===== src/rtl/bexkat1Def.sv =====
// Shared bexkat definitions used by the bus arbiter and its watchdog timer.
//   arb_t   : bus owner encoding, also driven on grant_o
//   TIMER_W : width of the bus watchdog counter
package bexkat1Def;

   typedef enum bit [1:0] {
      ARB_IDLE,
      ARB_IBUS,
      ARB_DBUS
   } arb_t;

   localparam int unsigned TIMER_W = 16;

endpackage


===== src/rtl/bexkat2_bus_timer.sv =====
// Bus watchdog. Counts cycles where the strobe is high with no ack/err and
// raises expired_o for one cycle on the TIMEOUT-th stalled cycle.
//   clk_i, rst_i : clock, asynchronous active-high reset
//   stb_i        : shared-port strobe
//   ack_i, err_i : shared-port responses (either one restarts the count)
//   clear_i      : force the count to zero (no owner)
//   expired_o    : one-cycle timeout pulse, never set in a cycle with ack/err
module bexkat2_bus_timer
   import bexkat1Def::*;
#(
   parameter int unsigned TIMEOUT = 255
) (
   input  logic clk_i,
   input  logic rst_i,
   input  logic stb_i,
   input  logic ack_i,
   input  logic err_i,
   input  logic clear_i,
   output logic expired_o
);

   localparam logic [TIMER_W-1:0] Limit = TIMER_W'(TIMEOUT - 1);

   logic [TIMER_W-1:0] cnt_q, cnt_d;
   logic               stall;

   assign stall = stb_i & ~ack_i & ~err_i;

   // cnt_q holds the number of stalled cycles already completed, so the
   // TIMEOUT-th stalled cycle is the one that sees Limit.
   assign expired_o = stall & ~clear_i & (cnt_q == Limit);

   always_comb begin
      cnt_d = cnt_q + 1'b1;
      if (clear_i || !stall || expired_o) begin
         cnt_d = '0;
      end
   end

   always_ff @(posedge clk_i or posedge rst_i) begin
      if (rst_i) begin
         cnt_q <= '0;
      end else begin
         cnt_q <= cnt_d;
      end
   end

endmodule


===== src/rtl/bexkat2_bus_arbiter.sv =====
// Two-master arbiter sharing one memory port between the instruction-fetch
// bus (ins_*) and the data bus (dat_*). A grant lasts until the owner drops
// cyc, so multi-beat sequences stay atomic. A watchdog turns a silent memory
// side into a bus error for the owner.
//   ins_*    : instruction master (read-only)
//   dat_*    : data master
//   bus_*    : shared memory port
//   grant_o  : current owner (arb_t)
// Build option: BEXKAT2_ARB_RR_EN selects round-robin on ties; otherwise the
// data master always wins a tie.
module bexkat2_bus_arbiter
   import bexkat1Def::*;
#(
   parameter int unsigned AW      = 32,
   parameter int unsigned DW      = 32,
   parameter int unsigned TIMEOUT = 255
) (
   input  logic            clk_i,
   input  logic            rst_i,
   input  logic            ins_cyc_i,
   input  logic            ins_stb_i,
   input  logic [AW-1:0]   ins_adr_i,
   output logic [DW-1:0]   ins_dat_o,
   output logic            ins_ack_o,
   output logic            ins_err_o,
   input  logic            dat_cyc_i,
   input  logic            dat_stb_i,
   input  logic            dat_we_i,
   input  logic [DW/8-1:0] dat_sel_i,
   input  logic [AW-1:0]   dat_adr_i,
   input  logic [DW-1:0]   dat_dat_i,
   output logic [DW-1:0]   dat_dat_o,
   output logic            dat_ack_o,
   output logic            dat_err_o,
   output logic            bus_cyc_o,
   output logic            bus_stb_o,
   output logic            bus_we_o,
   output logic [DW/8-1:0] bus_sel_o,
   output logic [AW-1:0]   bus_adr_o,
   output logic [DW-1:0]   bus_dat_o,
   input  logic [DW-1:0]   bus_dat_i,
   input  logic            bus_ack_i,
   input  logic            bus_err_i,
   output logic [1:0]      grant_o
);

   arb_t state_q, state_d;
   arb_t tie_winner;
   logic expired;
   logic ack, err;

`ifdef BEXKAT2_ARB_RR_EN
   arb_t last_q, last_d;

   // Reset value ARB_IBUS makes the first tie go to the data master.
   assign tie_winner = (last_q == ARB_DBUS) ? ARB_IBUS : ARB_DBUS;

   always_comb begin
      last_d = last_q;
      if (state_q == ARB_IDLE && state_d != ARB_IDLE) begin
         last_d = state_d;
      end
   end

   always_ff @(posedge clk_i or posedge rst_i) begin
      if (rst_i) begin
         last_q <= ARB_IBUS;
      end else begin
         last_q <= last_d;
      end
   end
`else
   assign tie_winner = ARB_DBUS;
`endif

   always_comb begin
      state_d = state_q;
      unique case (state_q)
         ARB_IDLE: begin
            if (ins_cyc_i && dat_cyc_i) begin
               state_d = tie_winner;
            end else if (dat_cyc_i) begin
               state_d = ARB_DBUS;
            end else if (ins_cyc_i) begin
               state_d = ARB_IBUS;
            end
         end
         // Release only; the other master waits for the IDLE cycle.
         ARB_IBUS: if (!ins_cyc_i) state_d = ARB_IDLE;
         ARB_DBUS: if (!dat_cyc_i) state_d = ARB_IDLE;
         default:  state_d = ARB_IDLE;
      endcase
   end

   always_ff @(posedge clk_i or posedge rst_i) begin
      if (rst_i) begin
         state_q <= ARB_IDLE;
      end else begin
         state_q <= state_d;
      end
   end

   bexkat2_bus_timer #(
      .TIMEOUT (TIMEOUT)
   ) u_timer (
      .clk_i     (clk_i),
      .rst_i     (rst_i),
      .stb_i     (bus_stb_o),
      .ack_i     (bus_ack_i),
      .err_i     (bus_err_i),
      .clear_i   (state_q == ARB_IDLE),
      .expired_o (expired)
   );

   // err beats ack when both arrive; expired is already masked by ack/err.
   assign ack = bus_ack_i & ~bus_err_i;
   assign err = bus_err_i | expired;

   always_comb begin
      bus_cyc_o = 1'b0;
      bus_stb_o = 1'b0;
      bus_we_o  = 1'b0;
      bus_sel_o = '0;
      bus_adr_o = '0;
      bus_dat_o = '0;
      ins_ack_o = 1'b0;
      ins_err_o = 1'b0;
      dat_ack_o = 1'b0;
      dat_err_o = 1'b0;
      unique case (state_q)
         ARB_IBUS: begin
            bus_cyc_o = ins_cyc_i;
            bus_stb_o = ins_stb_i;
            bus_sel_o = '1;
            bus_adr_o = ins_adr_i;
            ins_ack_o = ack;
            ins_err_o = err;
         end
         ARB_DBUS: begin
            bus_cyc_o = dat_cyc_i;
            bus_stb_o = dat_stb_i;
            bus_we_o  = dat_we_i;
            bus_sel_o = dat_sel_i;
            bus_adr_o = dat_adr_i;
            bus_dat_o = dat_dat_i;
            dat_ack_o = ack;
            dat_err_o = err;
         end
         default: ;
      endcase
   end

   // Read data is broadcast, but held at zero while in reset.
   assign ins_dat_o = rst_i ? '0 : bus_dat_i;
   assign dat_dat_o = rst_i ? '0 : bus_dat_i;
   assign grant_o   = state_q;

endmodule


===== config.mk =====
export PLATFORM = sky130hd
export DESIGN_NAME = bexkat2_bus_arbiter
export DESIGN_NICKNAME = d
export VERILOG_FILES = /design/src/rtl/bexkat1Def.sv /design/src/rtl/bexkat2_bus_timer.sv /design/src/rtl/bexkat2_bus_arbiter.sv
export SDC_FILE = /design/constraint.sdc
export NUM_CORES = 1
export LEC_CHECK = 0
export BUFFER_PORTS_ARGS = -buffer_cell sky130_fd_sc_hd__buf_2
export CORE_AREA = 3 3 109 111
export CTS_CLUSTER_SIZE = 16
export DETAILED_ROUTE_END_ITERATION = 8
export DIE_AREA = 0 0 112 114
export REMOVE_ABC_BUFFERS = 1
export SLEW_MARGIN = 40
export SYNTH_ARGS = -nofsm -noshare
export SYNTH_HDL_FRONTEND = slang
export SYNTH_HIERARCHICAL = 1
export SYNTH_SLANG_ARGS = --single-unit

===== constraint.sdc =====
create_clock -name clk_i -period 3 [get_ports clk_i]
set_input_delay 0.6 -clock clk_i [delete_from_list [all_inputs] [get_ports clk_i]]
set_output_delay 0.6 -clock clk_i [all_outputs]
set_load 0.05 [all_outputs]

# After elaboration in Yosys (flattened, before gate mapping)
# Index checks and enable logic that the tools add are counted.
# W data, S select, Z words.
[totals]
latchBits = 0
elab_cells = 42
ramBits = 0
out_inout_bits = 141
inputBits = 141
reg_bits = 18
memories = 0
romBits = 0
[classes]
div_mod_pow = 0
muxes = 18
n_reduce_logical = 6
n_lt_le_gt_ge = 0
mul = 0
n_bitwise = 9
shifts = 0
add_sub_neg = 1
n_eq_ne = 6
[ops]
columns = ["op", "n"]
rows = [
  ["$mux W32", 2],
  ["$pmux W32 S2", 1],
  ["$add A16 B1 Y16 const B", 1],
  ["$eq A16 B8 Y1 const B", 1],
  ["$mux W16", 1],
  ["$mux W2", 5],
  ["$pmux W4 S2", 1],
  ["$pmux W2 S3", 1],
  ["$and A1 B1 Y1", 5],
  ["$mux W1", 5],
  ["$ne A2 B2 Y1 const B", 2],
  ["$ne A4 B4 Y1 const B", 1],
  ["$pmux W1 S2", 2],
  ["$not A1 Y1", 3],
  ["$reduce_and A3 Y1", 1],
  ["$eq A2 B1 Y1 const B", 1],
  ["$eq A2 B2 Y1 const B", 1],
  ["$logic_not A2 Y1", 1],
  ["$logic_or A1 B1 Y1", 2],
  ["$logic_and A1 B1 Y1", 1],
  ["$logic_not A1 Y1", 1],
  ["$or A1 B1 Y1", 1],
]

# Logic depth before layout (Yosys ltp)
# Gate-level depths: netlist (run 1).
[logic_depth]
ltp_word = 8
mapped_depth = 11
mapped_depth_nobuf = 8

# Cells and area by module
# The synthesis (run 1) kept the hierarchy.
[modules_own_cells]
columns = ["module", "seq_area_each_um2", "area_each_um2", "cells_each", "instances"]
rows = [
  ["bexkat2_bus_arbiter", 50.0, 1433.9, 215, 1],
  ["bexkat2_bus_timer", 400.4, 823.3, 84, 1],
]

# Worst setup path before layout (run 1)
# OpenSTA, ideal clock, no wires.
[synth_path]
path_type = "register -> output"
startpoint = "reg state_q[0] (netlist: grant_o[0])"
endpoint = "out dat_err_o"
t_required_ps = 2400
slack_ps = -862
path_buffers = 1
path_stages_with_launch = 9
arrival_time_ps = 3262
cell_sequence = "dfrtp_1 > inv_1 > ha_1 > clkbuf_1 > nor2b_1 > nand2b_1 > nor4_1 > nor2_1 > nor2b_1"
[synth_between]
elab_chain_cells = 8
[synth_lines]
columns = ["element", "line", "rtl"]
rows = [
  ["start, declared", "bexkat2_bus_arbiter.sv:47", "arb_t state_q, state_d;"],
  ["start signal, assigned", "bexkat2_bus_arbiter.sv:99", "state_q <= state_d;"],
  ["$eq A2 B2 Y1 / $eq A2 B1 Y1 (equally long branches)", "bexkat2_bus_arbiter.sv:130", "unique case (state_q)"],
  ["$pmux W1 S2 *", "bexkat2_bus_arbiter.sv:130", ""],
  ["via bus_stb_o", "bexkat2_bus_arbiter.sv:36", "output logic bus_stb_o,"],
  ["$and A1 B1 Y1 * (2 in a row)", "bexkat2_bus_timer.sv:27", "assign stall = stb_i & ~ack_i & ~err_i;"],
  ["$and A1 B1 Y1 * (2 in a row)", "bexkat2_bus_timer.sv:31", "assign expired_o = stall & ~clear_i & (cnt_q == Limit);"],
  ["via expired", "bexkat2_bus_arbiter.sv:49", "logic expired;"],
  ["$or A1 B1 Y1 *", "bexkat2_bus_arbiter.sv:117", "assign err = bus_err_i | expired;"],
  ["$mux W1 *", "bexkat2_bus_arbiter.sv:130", ""],
  ["end, declared", "bexkat2_bus_arbiter.sv:34", "output logic dat_err_o,"],
]
# Mark *: on every way through the listed nets, which the timed path passes. The rest lies on a longest branch.

# Worst setup path in the final report (run 1)
[layout_path]
startpoint = "reg state_q[1] (netlist: grant_o[1])"
endpoint = "out dat_err_o"
[layout_between]
elab_chain_cells = 8
[layout_lines]
columns = ["element", "line"]
rows = [
  ["$eq A2 B2 Y1 / $eq A2 B1 Y1 (equally long branches)", "bexkat2_bus_arbiter.sv:130"],
  ["$pmux W1 S2", "bexkat2_bus_arbiter.sv:130"],
  ["$and A1 B1 Y1 (2 in a row)", "bexkat2_bus_timer.sv:27"],
  ["$and A1 B1 Y1 * (2 in a row)", "bexkat2_bus_timer.sv:31"],
  ["via expired", "bexkat2_bus_arbiter.sv:49"],
  ["$or A1 B1 Y1 *", "bexkat2_bus_arbiter.sv:117"],
  ["$mux W1 *", "bexkat2_bus_arbiter.sv:130"],
]
# Marked as above.

==> results of run 1 <==
per-stage QoR:
step | setup slack [ns] | hold slack, ns | cells | instance area, um^2
floorplan | -1.228 | 0.3412 | 246 | 1921
global placement | 0.6620 | 0.4958 | 671 | 3532
detailed placement | 0.5766 | 0.5024 | 671 | 3532
CTS | 0.2930 | 0.4707 | 675 | 3587
global route | 0.1285 | 0.5096 | 675 | 3587
finish | 0.3274 | 0.4765 | 675 | 3587
report_power, final:
part,switching (uW),total [uW],internal (uW)
clock network,76.4,193,116
logic,1830,2490,664
registers,15.4,271,255
kinds of logic (layout without fill, tap and decap cells):
family,count (synthesis),count (layout),synth area share
AOI/OAI and AO/OA,42,42,0.1347
xor gates and xnor gates,14,14,0.05432
adders and majority gates,6,6,0.03326
buffers and inverters,60,296,0.1608
DFF,18,18,0.1996
and+or+nand+nor,159,159,0.4174
critical path: stages, from the launching register on:
cell and delay, ns:
dfrtp_1 0.42, inv_1 0.11, ha_1 0.30, nor2b_1 0.18, nand2b_1 0.09, nor4_1 0.24
nor2_1 0.09, nor2b_1 0.13, buf_2 0.27
layout make-up:
class | count | area share
clock buffer | 4 | 0.01535
inverter | 7 | 0.007325
multi-input combinational | 221 | 0.4025
sequential | 18 | 0.1256
tap | 140 | 0.04883
timing repair buffer | 285 | 0.4004
path summary, 6_finish.rpt:
check	end	slack (ns)	startpoint	depth (start not counted)
max	dat_err_o	0.33	grant_o[1]$_DFFE_PP0P_	8
min	grant_o[1]$_DFFE_PP0P_	0.48	rst_i	2
max reg2reg	u_timer/cnt_q[15]$_DFF_PP0_	0.88	grant_o[1]$_DFFE_PP0P_	6
min reg2reg	u_timer/cnt_q[0]$_DFF_PP0_	0.51	u_timer/cnt_q[0]$_DFF_PP0_	1
max in group asynchronous	u_timer/cnt_q[9]$_DFF_PP0_	1.90	rst_i	2
min in group clk_i	u_timer/cnt_q[0]$_DFF_PP0_	0.51	u_timer/cnt_q[0]$_DFF_PP0_	1
registers in the layout (all words and copies together) (netlist names):
signal,flops
u_timer/cnt_q,16
grant_o,2
metal layers:
| layer | up-vias | part of all wire | GRT usage | wire length (um) |
|---|---|---|---|---|
| met5 | - | 0 | 0 | 0 |
| met4 | 0 | 0.0056 | 0.01843 | 52 |
| met3 | 6 | 0.071 | 0.02016 | 653 |
| met2 | 115 | 0.51 | 0.2266 | 4743 |
| met1 | 1331 | 0.41 | 0.1737 | 3792 |
| li1 | 1436 | - | - | - |
placed cells by master (no fill, tap or decap), drive strengths merged, types with 2 or more instances in the layout:
cell / instances
nand3: 4
xnor2: 9
buf: 285
ha: 6
a22oi: 33
nand4: 7
nand2b: 2
nor2: 19
inv: 7
dfrtp: 18
and2: 34
clkbuf: 4
a22o: 2
nor3b: 2
xor2: 5
nand2: 6
nor2b: 71
nor3: 2
nor4: 6
a21oi: 5
synthesized netlist by cell type (all sizes together), types with 2 or more instances:
master  count
inv         7
nor3b       2
xnor2       9
buf        42
dfrtp      18
nand3       4
clkbuf     11
nor2b      71
nor2       19
a22o        2
nand2       6
and2       34
ha          6
nand2b      2
nand4       7
nor3        2
nor4        6
a21oi       5
a22oi      33
xor2        5
==> out/results.ini, run 1 <==
[finish]
insertedDiodeCount=0
syn2layout_area_growth_pct=58.92
multi_input_gate_area_in_the_final_layout_um2=1444
final_layout_size_suffix_gt1_frac=0.5402
regArea_um2=450.4
final_core_utilization=0.3295
filler_cell_count=1144
nNetsFinal=683

[yosys]
synth-seq-area-share=0.1996
async_flop_share=1.000
post_synth.cell_area_avg_um2=7.549
cell_area_after_synthesis_um2=2257
synth-warning-count=6
yosys-top-cells-area=dfrtp_1 20%, nor2b_1 20%, a22oi_1 11%
number_of_register_bits_inferred_by_synthesis=18
ys_types=31
post-synth-top-area-fraction=0.1996
synth_edf_count=0
synth_largest_area_cell=dfrtp_1
dominant_register_cell_in_the_synthesized_netlist=dfrtp_1
postSynthCellCount=299

[grt]
overflow=0
first_global_vias=2783
pin_count_of_the_biggest_net_entering_global_routing=41
global_route_usage_over_all_layers=0.1297
antenna_found_initial=0
global_route_wire_length_before_repair_mm=14.14

[clock_network]
post_cts_resize_count=0
clock_tree.buffer_depth=2
cts_num_sinks=18
cts.clk_slew.worst_paths_ns=0.06
cts-root-buf=clkbuf_8
cts-htree-levels=1
cts_tree=done
post_cts_buffers=0
post_cts_hold_buffer_count=0
clkLatencyLatePin_ns=0.25
numCtsBuffers=3

[floorplanning]
die_width_um=112
start_util=0.2073
die_y_um=114
number_of_cell_rows=38
design.die.area_um2=12770
coreArea_um2=10890
design.portCount=282

[critical_path]
crit_path_max_fanout=5
critPathKind=reg2out
critical_path_end_type=output pin
worstPathRequired_ns=2.40
arrival_ns=2.07
startpoint_class=register

[sta]
timing.final.crit_share=0.8909
slew_viol_final=0
worst_pin_slew_ns=0.6186
hold_viol=0
finalCriticalPeriod_ns=2.673
final_number_of_setup_violating_endpoints=0
worst_slew_margin_rel=0.5871
fmax_mhz=374.2
worst_clock_skew_ns=0.002246
tns_ns=0
rsz0062_at_grt=no

[detailed_routing]
routed_len_inst_um=13.69
via_count=2888
drt_first_pass_iters=4
drt-initial-drc-count=193
residual_drc=0
wl_mm=9.241
antenna_violating_nets_post_route=0
vias_per_cell=4.279

[power]
pwrdens_nw_per_um2=824.7
irDropWorstVdd_mv=0.5241
leakage_power_uw=0.001988
total_power_uw=2958

[job]
drv_cap=0

[run_status]
outcome=completed

[min_path]
hp-class=in2async

[placement]
gpl.final_weighted_congestion=0.8803
dp_hpwl_mm=7.970
port-buffer-count=281

Power figures use the tool's default switching activity.
==> inputs of run 2 (changes only) <==
--- a/config.mk
+++ b/config.mk
@@ -5,6 +5,7 @@
 export SDC_FILE = /design/constraint.sdc
 export NUM_CORES = 1
 export LEC_CHECK = 0
+export ABC_AREA = 1
 export BUFFER_PORTS_ARGS = -buffer_cell sky130_fd_sc_hd__buf_2
 export CORE_AREA = 3 3 109 111
 export CTS_CLUSTER_SIZE = 16
==> out/results.ini, run 2 <==
[clock_network]
cts-root-buf=clkbuf_8
cts-htree-levels=1  ; unchanged
post_cts_hold_buffer_count=0  ; unchanged
clkLatencyLatePin_ns=0.25  ; about the same
cts.clk_slew.worst_paths_ns=0.07  ; about the same
clock_tree.buffer_depth=2  ; unchanged
post_cts_buffers=0  ; unchanged
numCtsBuffers=3  ; unchanged
post_cts_resize_count=0  ; unchanged
cts_tree=done
cts_num_sinks=18  ; unchanged

[sta]
worst_pin_slew_ns=0.6309  ; +0.01226 ns
hold_viol=0  ; unchanged
tns_ns=0  ; unchanged
worst_slew_margin_rel=0.5794  ; -0.007718
final.setup.worst_slack_ns=0.3303  ; +0.002859 ns
timing.final.crit_share=0.8899  ; -0.0009530
rsz0062_at_grt=no
finalCriticalPeriod_ns=2.670  ; -0.002859 ns
worst_clock_skew_ns=0.001375  ; -0.0008714 ns
final_number_of_setup_violating_endpoints=0  ; unchanged
slew_viol_final=0  ; unchanged
fmax_mhz=374.6  ; +0.11%

[detailed_routing]
routed_len_inst_um=13.63  ; -0.45%
residual_drc=0  ; unchanged
drt_first_pass_iters=4  ; unchanged
drt-initial-drc-count=125  ; -35%
vias_per_cell=4.033  ; -5.7%
wl_mm=11.26  ; +22%
antenna_violating_nets_post_route=0  ; unchanged
via_count=3331  ; +15%

[grt]
global_route_wire_length_before_repair_mm=16.88  ; +19%
global_route_usage_over_all_layers=0.1630  ; +0.03328
antenna_found_initial=0  ; unchanged
pin_count_of_the_biggest_net_entering_global_routing=38  ; -7.3%
first_global_vias=3237  ; +16%
overflow=0  ; unchanged

[floorplanning]
design.portCount=282  ; unchanged
number_of_cell_rows=38  ; unchanged
start_util=0.2376  ; +0.03034
die_y_um=114  ; unchanged
design.die.area_um2=12770  ; unchanged
coreArea_um2=10890  ; unchanged
die_width_um=112  ; unchanged

[finish]
filler_cell_count=1251  ; +9.4%
largest_register_ffs=16  ; unchanged
final_layout_size_suffix_gt1_frac=0.4592  ; -0.08100
insertedDiodeCount=0  ; unchanged
syn2layout_area_growth_pct=47.34
layout.cells.most_common=buf_2
final-instance-count-excl-fill=826  ; +22%
nNetsFinal=835  ; +22%
final_cell_mix=281 x buf_2, 143 x nand2_1, 89 x inv_1, 69 x nor2_1, 22 x a21oi_2
register_with_the_highest_flop_count=u_timer/cnt_q

[placement]
port-buffer-count=281  ; unchanged
gpl.final_weighted_congestion=0.8884  ; +0.92%
placed_cells=823  ; +23%
preCtsSetupSlack_ns=0.6198  ; +0.04318 ns
dp_hpwl_mm=9.714  ; +22%

[critical_path]
critical_path_end_type=output pin
critical-path-max-stage-delay_ns=0.42  ; about the same
timing.critical_path.mode_cell=inv_1
startpoint_class=register
critical-path-slowest-cell=dfrtp_1
crit_path_cell_trace=inv_1 > ha_1 > inv_2 > a21oi_2 > and3_1 > inv_1 > nor2_1 > inv_1 > a21oi_1 > buf_2
worstPathRequired_ns=2.40  ; about the same
critPathKind=reg2out
crit_path_max_fanout=5  ; unchanged
arrival_ns=2.07  ; about the same

[yosys]
synth-warning-count=6  ; unchanged
number_of_register_bits_inferred_by_synthesis=18  ; unchanged
synth.cells.most_frequent=143 x nand2_1, 89 x inv_1, 69 x nor2_1
postSynthCellCount=451  ; +51%
ys_types=24  ; -23%
synth_edf_count=0  ; unchanged
async_flop_share=1.000  ; unchanged
synth_largest_area_cell=nand2_1
synth-seq-area-share=0.1741  ; -0.02548
post_synth.cell_area_avg_um2=5.737  ; -24%
yosysMostFrequentCell=nand2_1
post-synth-top-area-fraction=0.2074  ; +0.007890
dominant_register_cell_in_the_synthesized_netlist=dfrtp_1
cell_area_after_synthesis_um2=2587  ; +15%
yosys-top-cells-area=nand2_1 21%, dfrtp_1 17%, inv_1 13%

[job]
drv_cap=0  ; unchanged

[min_path]
hp-class=in2async

[power]
irDropWorstVdd_mv=0.4594  ; -12%
pwrdens_nw_per_um2=753.5  ; -8.6%
leakage_power_uw=0.002502  ; +26%

[run_status]
outcome=completed

## run 2: changes by cell type after synthesis, sizes merged, moves of 11 or more
cell and change:
a21oi +35, a22oi -33, and2 -34, buf +11, clkbuf -11, inv +84, nand2 +139, nor2 +51
nor2b -71
## run 2: worst paths after layout
path	start	depth (start not counted)	slack, ns	end
worst min register to register	u_timer/cnt_q[0]$_DFF_PP0_	1	0.50	u_timer/cnt_q[0]$_DFF_PP0_
max in group asynchronous	rst_i	2	1.88	u_timer/cnt_q[12]$_DFF_PP0_
worst min-delay path	rst_i	2	0.48	grant_o[1]$_DFFE_PP0P_
min in group clk_i	u_timer/cnt_q[0]$_DFF_PP0_	1	0.50	u_timer/cnt_q[0]$_DFF_PP0_
worst max-delay path	grant_o[1]$_DFFE_PP0P_	10	0.33	dat_err_o
worst max register to register	grant_o[1]$_DFFE_PP0P_	7	1.32	u_timer/cnt_q[14]$_DFF_PP0_
## run 2: critical path: cells and delay by family (launching register included)
family / cells / cell delay [ns]
simple gates: 2 / 0.34
buf+inv: 5 / 0.53
compound gates: 2 / 0.25
flops: 1 / 0.42
fa+ha+maj: 1 / 0.29
## run 2: layer usage
layer,share of wire,vias up,GRT usage
met5,0,-,0
met4,0.0019,0,0.01042
met3,0.079,4,0.03448
met2,0.52,146,0.3046
met1,0.40,1427,0.2017
li1,-,1754,-
## run 2: power by group
| part | internal (uW) | leakage, uW | switching, uW | total, uW |
|---|---|---|---|---|
| Combinational | 515 | 0.00223 | 1920 | 2440 |
| Clock | 89.2 | 0.0000216 | 79.4 | 169 |
| Sequential | 254 | 0.000250 | 13.2 | 267 |
| Total | 859 | 0.00250 | 2010 | 2870 |
## run 2: kinds of logic (layout without fill, tap and decap cells)
family                   count (synthesis)  in the layout  share of synthesized area
buffers and inverters                  144            379                     0.3022
XOR/XNOR                                 8              8                    0.02708
AO/OA/AOI/OAI                           43             43                     0.1161
flip-flops                              18             18                     0.1741
AND/OR/NAND/NOR                        232            232                     0.3515
adder cells (fa/ha/maj)                  6              6                    0.02901
## run 2: cell type report
type / count / area (um^2) / share of cell area
clock buffers: 3 / 41.29 / 0.01083
inverters: 91 / 341.6 / 0.08960
multi-input cells: 289 / 1355 / 0.3554
flip-flops and latches: 18 / 450.4 / 0.1181
well taps: 140 / 175.2 / 0.04595
repair buffers: 285 / 1449 / 0.3800
## run 2: stage by stage
stage / utilization / total power [uW] / hold slack [ns] / cell area, um^2
4_1_cts: 0.3501 / 2912 / 0.4743 / 3812
5_1_grt: 0.3501 / 3071 / 0.5033 / 3812
6_report: 0.3501 / 2873 / 0.4831 / 3812
2_1_floorplan: - / 2078 / 0.3412 / 2147
3_3_place_gp: 0.3464 / 2737 / 0.4795 / 3771
3_5_place_dp: 0.3464 / 2733 / 0.4900 / 3771
==> inputs of run 3 (changes only) <==
--- a/config.mk
+++ b/config.mk
@@ -11,8 +11,8 @@
 export CTS_CLUSTER_SIZE = 16
 export DETAILED_ROUTE_END_ITERATION = 8
 export DIE_AREA = 0 0 112 114
+export PLACE_DENSITY_LB_ADDON = 0.12
 export REMOVE_ABC_BUFFERS = 1
-export SLEW_MARGIN = 40
 export SYNTH_ARGS = -nofsm -noshare
 export SYNTH_HDL_FRONTEND = slang
 export SYNTH_HIERARCHICAL = 1
==> out/results.ini, run 3 (synthesized netlist as in run 2, its figures left out) <==
[clock_network]
post_cts_resize_count=0  ; unchanged
cts-root-buf=clkbuf_8
clock_tree.buffer_depth=2  ; unchanged
cts_num_sinks=18  ; unchanged
post_cts_buffers=0  ; unchanged
clkLatencyLatePin_ns=0.25  ; about the same
cts_tree=done
post_cts_hold_buffer_count=0  ; unchanged
numCtsBuffers=3  ; unchanged
cts.clk_slew.worst_paths_ns=0.07  ; about the same
cts-htree-levels=1  ; unchanged

[sta]
final.setup.worst_slack_ns=0.3733  ; +0.04300 ns
finalCriticalPeriod_ns=2.627  ; -0.04300 ns
worst_pin_slew_ns=0.6232  ; -0.007664 ns
final_number_of_setup_violating_endpoints=0  ; unchanged
rsz0062_at_grt=no
fmax_mhz=380.7  ; +1.6%
tns_ns=0  ; unchanged
hold_viol=0  ; unchanged
finalHoldWorstSlack_ns=0.4850  ; +0.001875 ns
timing.final.crit_share=0.8756  ; -0.01433
worst_slew_margin_rel=0.5841  ; +0.004652
slew_viol_final=0  ; unchanged
worst_clock_skew_ns=0.002571  ; +0.001196 ns

[critical_path]
critical-path-max-stage-delay_ns=0.42  ; about the same
critPathKind=reg2out
timing.critical_path.mode_cell=inv_1
critical_path_end_type=output pin
critical-path-slowest-cell=dfrtp_1
arrival_ns=2.03  ; -0.04 ns
worstPathRequired_ns=2.40  ; about the same
timing.critical_path.max_delay_family=buffers and inverters
startpoint_class=register
crit_path_cell_trace=inv_1 > ha_1 > buf_4 > inv_1 > a21oi_1 > buf_2
buffers_and_inverters_on_the_worst_path=4  ; -1
crit_path_max_fanout=34  ; +29

[detailed_routing]
drt-initial-drc-count=154  ; +23%
wl_mm=11.72  ; +4.1%
routed_len_inst_um=14.17  ; +4.0%
drt_first_pass_iters=4  ; unchanged
via_count=3364  ; +0.99%
vias_per_cell=4.068  ; +0.87%
antenna_violating_nets_post_route=0  ; unchanged
residual_drc=0  ; unchanged

[power]
irDropWorstVdd_mv=0.4217  ; -8.2%
pwrdens_nw_per_um2=754.3  ; +0.11%
leakage_power_uw=0.002503  ; about the same

[floorplanning]
design.portCount=282  ; unchanged
design.die.area_um2=12770  ; unchanged
start_util=0.2376  ; unchanged
die_width_um=112  ; unchanged
coreArea_um2=10890  ; unchanged
die_y_um=114  ; unchanged
number_of_cell_rows=38  ; unchanged

[finish]
nNetsFinal=836  ; +0.12%
register_with_the_highest_flop_count=u_timer/cnt_q
syn2layout_area_growth_pct=47.15
regArea_um2=450.4  ; unchanged
insertedDiodeCount=0  ; unchanged
filler_cell_count=1257  ; +0.48%
final_core_utilization=0.3497  ; -0.0004590
final_layout_size_suffix_gt1_frac=0.4600  ; +0.0007872
largest_register_ffs=16  ; unchanged
multi_input_gate_area_in_the_final_layout_um2=1355  ; unchanged
layout.cells.most_common=buf_2
final_cell_mix=281 x buf_2, 143 x nand2_1, 89 x inv_1, 69 x nor2_1, 22 x a21oi_2
post-route-cell-area_um2=3807  ; -0.13%

[grt]
global_route_usage_over_all_layers=0.1713  ; +0.008290
groute.layer.met3.usage=0.05570  ; +0.02122
overflow=0  ; unchanged
gr_peak_layer=met2
global_route_wire_length_before_repair_mm=17.44  ; +3.3%
pin_count_of_the_biggest_net_entering_global_routing=38  ; unchanged
met1_usage=0.2058  ; +0.004073
met2_routing_resource_usage_after_global_routing=0.3137  ; +0.009193
first_global_vias=3263  ; +0.80%
antenna_found_initial=0  ; unchanged

[placement]
port-buffer-count=281  ; unchanged
gpl.final_weighted_congestion=0.9306  ; +4.8%
preCtsSetupSlack_ns=0.6531  ; +0.03332 ns
dp_hpwl_mm=10.22  ; +5.2%
dpl-instance-area_um2=3766  ; -0.13%

[job]
drv_cap=0  ; unchanged

[run_status]
outcome=completed

[min_path]
hp-class=in2async

run 3: final timing paths:
check                                            from                           to  slack [ns]  depth (start not counted)
setup / recovery               grant_o[1]$_DFFE_PP0P_                 bus_sel_o[0]        0.37                          6
hold reg to reg            u_timer/cnt_q[0]$_DFF_PP0_   u_timer/cnt_q[0]$_DFF_PP0_        0.48                          1
setup reg to reg               grant_o[0]$_DFFE_PP0P_  u_timer/cnt_q[14]$_DFF_PP0_        1.38                          7
hold / removal                                  rst_i       grant_o[0]$_DFFE_PP0P_        0.48                          2
max in group asynchronous                       rst_i  u_timer/cnt_q[10]$_DFF_PP0_        1.87                          2
min in group clk_i         u_timer/cnt_q[0]$_DFF_PP0_   u_timer/cnt_q[0]$_DFF_PP0_        0.49                          1
run 3: final cells by class:
| cell class | instances | share of cell area |
|---|---|---|
| clock buffer | 3 | 0.01084 |
| multi-input combinational | 289 | 0.3559 |
| sequential | 18 | 0.1183 |
| inverter | 91 | 0.08971 |
| tap | 140 | 0.04601 |
| timing repair buffer | 286 | 0.3792 |
run 3: stage by stage:
| stage | power, uW | instances |
|---|---|---|
| 4_1_cts | 2904 | 827 |
| 3_5_place_dp | 2724 | 824 |
| 5_1_grt | 3048 | 827 |
| 6_report | 2872 | 827 |
| 2_1_floorplan | 2078 | 398 |
| 3_3_place_gp | 2711 | 824 |
run 3: power breakdown:
group	leakage, uW	switching (uW)	internal [uW]
sequential	0.000250	13.5	254
combinational	0.00223	1930	507
clock	0.0000216	82.2	89.3
total	0.00250	2020	851
run 3: worst reg2reg max path: cells and delay by family, from the launching register on:
kind                       cells  cell delay [ns]
and+or+nand+nor                2             0.41
DFF                            1             0.40
AOI/OAI and AO/OA              2             0.29
adders and majority gates      1             0.29
buffers and inverters          2             0.14
run 3: layer usage:
metal	routed length (um)	part of all wire
met5	0	0
met3	1090	0.093
met4	15	0.0013
met2	5933	0.51
met1	4682	0.40
